$ cat config.mk
export PLATFORM = sky130hd
export DESIGN_NAME = hpdmc_rdcapture
export DESIGN_NICKNAME = d
export VERILOG_FILES = /design/src/rtl/hpdmc_rdcapture.sv
export SDC_FILE = /design/constraint.sdc
export NUM_CORES = 1
export LEC_CHECK = 0
export CAP_MARGIN = 20
export CORE_MARGIN = 5
export CORE_UTILIZATION = 59
export CTS_CLUSTER_DIAMETER = 30
export DETAILED_ROUTE_END_ITERATION = 12
export GPL_TIMING_DRIVEN = 1
export MAX_ROUTING_LAYER = met4
export PLACE_DENSITY = 0.8
export REMOVE_ABC_BUFFERS = 1
export SLEW_MARGIN = 20
export SYNTH_ARGS = -nofsm -noshare
export SYNTH_HDL_FRONTEND = slang
export SYNTH_SLANG_ARGS = --single-unit
$ cat constraint.sdc
create_clock -name sys_clk -period 8.8 [get_ports sys_clk]
set_input_delay 2.2 -clock sys_clk [delete_from_list [all_inputs] [get_ports sys_clk]]
set_output_delay 2.2 -clock sys_clk [all_outputs]
set_load 0.01 [all_outputs]
$ cat src/rtl/hpdmc_rdcapture.sv
`default_nettype none
// ============================================================================
//  Module   : hpdmc_rdcapture
//  Purpose  : Read-data capture for the HPDMC SDRAM controller. Tracks READ
//             commands in an issue-history shift register, opens a capture
//             window of BURST_BEATS cycles starting rd_lat cycles after each
//             issue, and pushes {q1,q2} from the IDDR bank into a
//             first-word-fall-through FIFO with a registered head.
//  Revision : 1.0  initial release
// ----------------------------------------------------------------------------
//  Parameters
//    FIFO_DEPTH  : FIFO depth in 64-bit entries (power of two, 4..32)
//    BURST_BEATS : sys_clk cycles of read data per READ command
//  Ports
//    sys_clk     in   clock, all state changes on rising edge
//    sys_rst_n   in   asynchronous active-low reset
//    read_issue  in   pulse: READ command on the DRAM bus this cycle
//    rd_lat[2:0] in   issue-to-first-beat latency, 0 is treated as 1
//    q1[31:0]    in   rising-edge IDDR data
//    q2[31:0]    in   falling-edge IDDR data
//    out_data    out  head FIFO entry {q1,q2}
//    out_valid   out  out_data holds a valid entry
//    out_ready   in   consumer accepts out_data this cycle
//    overflow    out  sticky: a beat was dropped because the FIFO was full
//    ovf_clr     in   pulse: clear overflow (a simultaneous set wins)
//    beat_count  out  number of beats written into the FIFO (mod 2^16)
//  Configuration
//    HPDMC_RDSTAT_EN : when defined, beat_count is a live counter; when
//                      undefined, beat_count is tied to zero.
// ============================================================================
module hpdmc_rdcapture #(
   parameter int FIFO_DEPTH  = 8,
   parameter int BURST_BEATS = 4
) (
   input  logic        sys_clk,
   input  logic        sys_rst_n,
   input  logic        read_issue,
   input  logic [2:0]  rd_lat,
   input  logic [31:0] q1,
   input  logic [31:0] q2,
   output logic [63:0] out_data,
   output logic        out_valid,
   input  logic        out_ready,
   output logic        overflow,
   input  logic        ovf_clr,
   output logic [15:0] beat_count
);

   localparam int c_AW     = $clog2(FIFO_DEPTH);
   // History must reach back to the oldest issue that can still own a beat:
   // maximum latency 7 plus BURST_BEATS-1 further cycles.
   localparam int c_HIST_W = BURST_BEATS + 6;

   // ------------------------------------------------------------------------
   // Declarations
   // ------------------------------------------------------------------------
   logic [c_HIST_W-1:0] r_hist;        // r_hist[k] = read_issue k+1 cycles ago
   logic [2:0]          w_lat;
   logic                w_capture;

   logic [63:0]         r_mem [FIFO_DEPTH];
   logic [c_AW:0]       r_wr_ptr;
   logic [c_AW:0]       r_rd_ptr;
   logic [c_AW:0]       w_wr_ptr_nxt;
   logic [c_AW:0]       w_rd_ptr_nxt;
   logic                w_full;
   logic                w_pop;
   logic                w_push;
   logic                w_drop;
   logic                w_nxt_valid;
   logic [63:0]         w_wdata;
   logic [63:0]         w_nxt_head;

   logic                r_out_valid;
   logic [63:0]         r_out_data;
   logic                r_overflow;

   // ------------------------------------------------------------------------
   // Capture window
   // ------------------------------------------------------------------------
   assign w_lat = (rd_lat == 3'd0) ? 3'd1 : rd_lat;

   // Cycle n captures if an issue occurred j cycles ago for any j in
   // [L, L+BURST_BEATS-1]. Since L >= 1 the current read_issue never
   // contributes, so the window is driven purely from registered history.
   // Overlapping windows simply OR, so each cycle yields at most one beat.
   always_comb begin
      w_capture = 1'b0;
      for (int j = 1; j <= c_HIST_W; j++) begin
         if ((j >= int'(w_lat)) && (j < int'(w_lat) + BURST_BEATS)) begin
            w_capture = w_capture | r_hist[j-1];
         end
      end
   end

   always_ff @(posedge sys_clk or negedge sys_rst_n) begin
      if (!sys_rst_n) begin
         r_hist <= '0;
      end else begin
         r_hist <= {r_hist[c_HIST_W-2:0], read_issue};
      end
   end

   // ------------------------------------------------------------------------
   // FIFO control
   // ------------------------------------------------------------------------
   assign w_wdata = {q1, q2};

   // Extra pointer MSB distinguishes full from empty when the low bits match.
   assign w_full = (r_wr_ptr[c_AW] != r_rd_ptr[c_AW]) &&
                   (r_wr_ptr[c_AW-1:0] == r_rd_ptr[c_AW-1:0]);

   // out_valid mirrors "FIFO not empty", so out_ready while empty is ignored.
   assign w_pop  = r_out_valid & out_ready;
   // A pop on the same edge frees the slot, so a full FIFO still accepts.
   assign w_push = w_capture & (~w_full | w_pop);
   assign w_drop = w_capture & w_full & ~w_pop;

   assign w_wr_ptr_nxt = r_wr_ptr + {{c_AW{1'b0}}, w_push};
   assign w_rd_ptr_nxt = r_rd_ptr + {{c_AW{1'b0}}, w_pop};
   assign w_nxt_valid  = (w_wr_ptr_nxt != w_rd_ptr_nxt);

   // Next head: if the entry that becomes the head is the one being written
   // on this edge (FIFO empty, or draining its last entry), bypass the array.
   assign w_nxt_head = (w_push && (w_rd_ptr_nxt == r_wr_ptr))
                       ? w_wdata
                       : r_mem[w_rd_ptr_nxt[c_AW-1:0]];

   // Storage array carries no reset; only written slots are ever presented.
   always_ff @(posedge sys_clk) begin
      if (w_push) begin
         r_mem[r_wr_ptr[c_AW-1:0]] <= w_wdata;
      end
   end

   always_ff @(posedge sys_clk or negedge sys_rst_n) begin
      if (!sys_rst_n) begin
         r_wr_ptr    <= '0;
         r_rd_ptr    <= '0;
         r_out_valid <= 1'b0;
         r_out_data  <= '0;
      end else begin
         r_wr_ptr    <= w_wr_ptr_nxt;
         r_rd_ptr    <= w_rd_ptr_nxt;
         r_out_valid <= w_nxt_valid;
         // Without a pop the head slot is never overwritten, so the
         // reloaded value equals the current one and out_data stays stable.
         if (w_nxt_valid) begin
            r_out_data <= w_nxt_head;
         end
      end
   end

   assign out_valid = r_out_valid;
   assign out_data  = r_out_data;

   // ------------------------------------------------------------------------
   // Sticky overflow; a drop on the same edge as ovf_clr keeps it set.
   // ------------------------------------------------------------------------
   always_ff @(posedge sys_clk or negedge sys_rst_n) begin
      if (!sys_rst_n) begin
         r_overflow <= 1'b0;
      end else if (w_drop) begin
         r_overflow <= 1'b1;
      end else if (ovf_clr) begin
         r_overflow <= 1'b0;
      end
   end

   assign overflow = r_overflow;

   // ------------------------------------------------------------------------
   // Captured-beat statistic
   // ------------------------------------------------------------------------
`ifdef HPDMC_RDSTAT_EN
   logic [15:0] r_beat_count;

   always_ff @(posedge sys_clk or negedge sys_rst_n) begin
      if (!sys_rst_n) begin
         r_beat_count <= 16'd0;
      end else if (w_push) begin
         r_beat_count <= r_beat_count + 16'd1;
      end
   end

   assign beat_count = r_beat_count;
`else
   assign beat_count = 16'd0;
`endif

endmodule
`default_nettype wire

==> results.md <==
- Status: finished clean
- Via Count: 12390
- Worst setup EP type: flip-flop
- Pwr dens: 443.7 mW/mm^2
- Syn_area_per_cell: 20.40 sq um
- Die H: 209.2 um
- Setup Viol. Count Final: 0
- R2R Setup Slk: 4.36 ns
- Max incr delay on CP: 0.69 ns
- Hold Path Stages: 0
- Dominant cells by area after synthesis: edfxtp_1, mux4_2, dfrtp_1, mux2i_1, a22o_1
- Critical path peak fanout: 52
- Max cap viols: 0
- Least-Margin Pin Slew: 1.108 ns
- Antenna viol nets, final: 0
- Die X: 209.2 um
- Total core area: 0.03946 sq mm
- IO Pins: 154
- Final Skew: 0.03487 ns
- GRT busiest layer: met2
- Num CTS Buffers: 96
- DRC violations left: 0
- Slew Viols, Final: 0
- IO buf count: 137
- Reg clk slew, reported paths: 0.05 ns
- Crit. Startpoint: rd_lat[2]
- Sequential-to-total area share from yosys stat: 74.64%
- Max clock buf depth: 3
- Clock Sinks: 596
- Fmax: 165.1 MHz
- Layout cells sized above 1: 24.01%
- DR WL/cell: 27.36 um
- Total wire length: 53060 um
- DRT Pass-1 Iters: 7
- Slew HR: 26.16%
- CTS tree: done
- Area Growth Syn to Fin: 22.49%
- Worst-Skew Late Latency: 0.63 ns
- FF-to-FF End: out_data[33]
- CP Cell Sequence: clkdlybuf4s50_1 > inv_2 > ha_1 > a222oi_1 > nand3_1 > or3_1 > nand2_1 > inv_1 > ha_1 > ha_1 > xnor2_1 > and4_4 > clkinv_2 > buf_4 > o31a_1 > a22o_1
- Total power: 12.73 mW
- Post-route insts no fill: 1939
- Mapped Area: 0.02341 sq mm
- Commonest cells after routing, fill and taps aside: edfxtp_1, clkdlybuf4s50_1, mux4_2
- Flop and latch count out of synthesis: 596
- WP data required: 9.34 ns
- Clk root buf: clkbuf_16
- Hpwl dp: 25060 um
- Total die area: 0.04377 sq mm
- Postcts setup bufs: 0
- Post-synth cell types: 35
- Initial Util: 59.34%
- Final design utilization: 72.69%
- Critical path class: in -> reg
- RSZ-0062 raised after global routing: no
- HP Class: reg -> reg
- Final period utilization: 68.85%
- Grt met1 use: 33.89%
- Placed insts: 1750
- Post-CTS Resized: 0
- First-pass GRT wire length: 81190 um
- Post-synthesis cell count: 1148
- Hold Path Sink: r_hist[9]
- Total track usage: 25.17%
- GRT met3 Usage: 6.035%
- Crit path time final: 6.059 ns
- Slowest stage cell, crit path: buf_4
- Reg2Reg Depth: 9
- Final Hold Viols: 0
- Leak pwr: 10.00 nW
- RD Place Congestion: 0.7689
- Syn. warnings: 0
- CP dominant cell by count: ha_1
- Hold_buf cts: 0
- Worst Hold Launch: r_hist[8]
- Max H-tree Level: 3
- Worst VDD drop: 0.0002807 V
- GR Util met2: 38.77%
- Drt via density: 6.389
- FP Rows: 73
- Initial drt markers: 1402
- CP Launch Type: input pin
- Most common cell after layout, fill and taps aside: edfxtp_1
- Area share of the largest cell type after synthesis: 65.66%
- Vias in the first global route: 13290
- R2R Path Start: out_valid
- Leading area contributor after synthesis: edfxtp_1
- Hold_ws: 0.3711 ns
- CP arrival: 6.60 ns
- NumNets Final: 1402
- Total congestion overflow: 0
- Largest net degree at the start of global routing: 96
- Initial antenna violation count: 6
-- worst max-delay path by stage --
stage                               to  slack (ns)  cells past startpoint
after floorplan            out_data[0]       -1.65                      7
after global placement     out_data[8]        2.39                     10
after detailed placement  out_data[37]        2.29                     17
after CTS                  out_data[5]        2.79                     10
after global routing       out_data[5]        2.55                     17
final                      out_data[7]        2.74                     16
-- power breakdown --
group / internal, mW / leakage [nW] / switching (mW)
Sequential: 4.01 / 5.67 / 0.308
Combinational: 2.16 / 2.71 / 2.42
Clock: 2.43 / 1.63 / 1.40
-- critical path: cells and delay by family --
| family | cells | cell delay (ns) |
|---|---|---|
| AO/OA/AOI/OAI | 3 | 0.75 |
| XOR/XNOR | 1 | 0.14 |
| adder cells (fa/ha/maj) | 3 | 0.84 |
| buffers and inverters | 5 | 1.55 |
| AND/OR/NAND/NOR | 4 | 1.09 |
-- synth_stat cells --
master / count
a211oi_1: 1
a221oi_1: 1
a222oi_1: 1
a22o_1: 64
and2_1: 1
and4_1: 1
buf_1: 2
buf_2: 34
buf_4: 25
clkbuf_1: 36
conb_1: 1
dfrtp_1: 84
edfxtp_1: 512
ha_1: 6
inv_1: 8
inv_2: 2
mux2i_1: 65
mux4_2: 128
nand2_1: 4
nand2b_1: 2
nand3_1: 7
nand4_1: 1
nor2_1: 5
nor2b_1: 1
nor3_1: 7
nor3_2: 1
nor3b_1: 1
nor4_1: 1
o21ai_0: 66
o22ai_1: 1
o31a_1: 64
or3_1: 1
xnor2_1: 7
xor2_1: 6
xor2_2: 1
-- logic make-up after synthesis --
kind of cell | count (synthesis) | synth area share (%)
fa+ha+maj | 6 | 0.3206
simple gates | 33 | 0.7428
buf+inv | 107 | 2.298
mux | 193 | 15.09
xor+xnor | 14 | 0.5558
other cells | 1 | 0.01602
flops | 596 | 74.64
compound gates | 198 | 6.338
-- registers in the layout, summed over array words and instances, names as in the netlist --
signal	flops
r_rd_ptr	4
r_wr_ptr	4
r_mem	512
out_valid	1
overflow	1
r_hist	10
out_data	64
-- per-layer routing --
| metal | share of wire, % | vias up |
|---|---|---|
| met2 | 50 | 693 |
| met5 | 0 | - |
| li1 | - | 5134 |
| met3 | 9.4 | 95 |
| met4 | 2.2 | 0 |
| met1 | 39 | 6466 |
-- final cells by class --
| class | instances | area [sq um] |
|---|---|---|
| inverters | 10 | 38.79 |
| repair buffers | 160 | 1567 |
| diodes | 6 | 15.01 |
| clock buffers | 111 | 2529 |
| fillers | 2186 | 10780 |
| well taps | 525 | 656.9 |
| flip-flops and latches | 596 | 17480 |
| clock inverters | 71 | 835.8 |
| multi-input cells | 460 | 5563 |
-- stage by stage --
step	setup TNS [ns]	area, sq um	setup WS [ns]
final	0	28680	2.741
after global routing	0	28680	2.547
after CTS	0	28650	2.790
after detailed placement	0	25280	2.287
after global placement	0	25280	2.390
after floorplan	-157.74	22970	-1.651
Power figures use the tool's default switching activity.
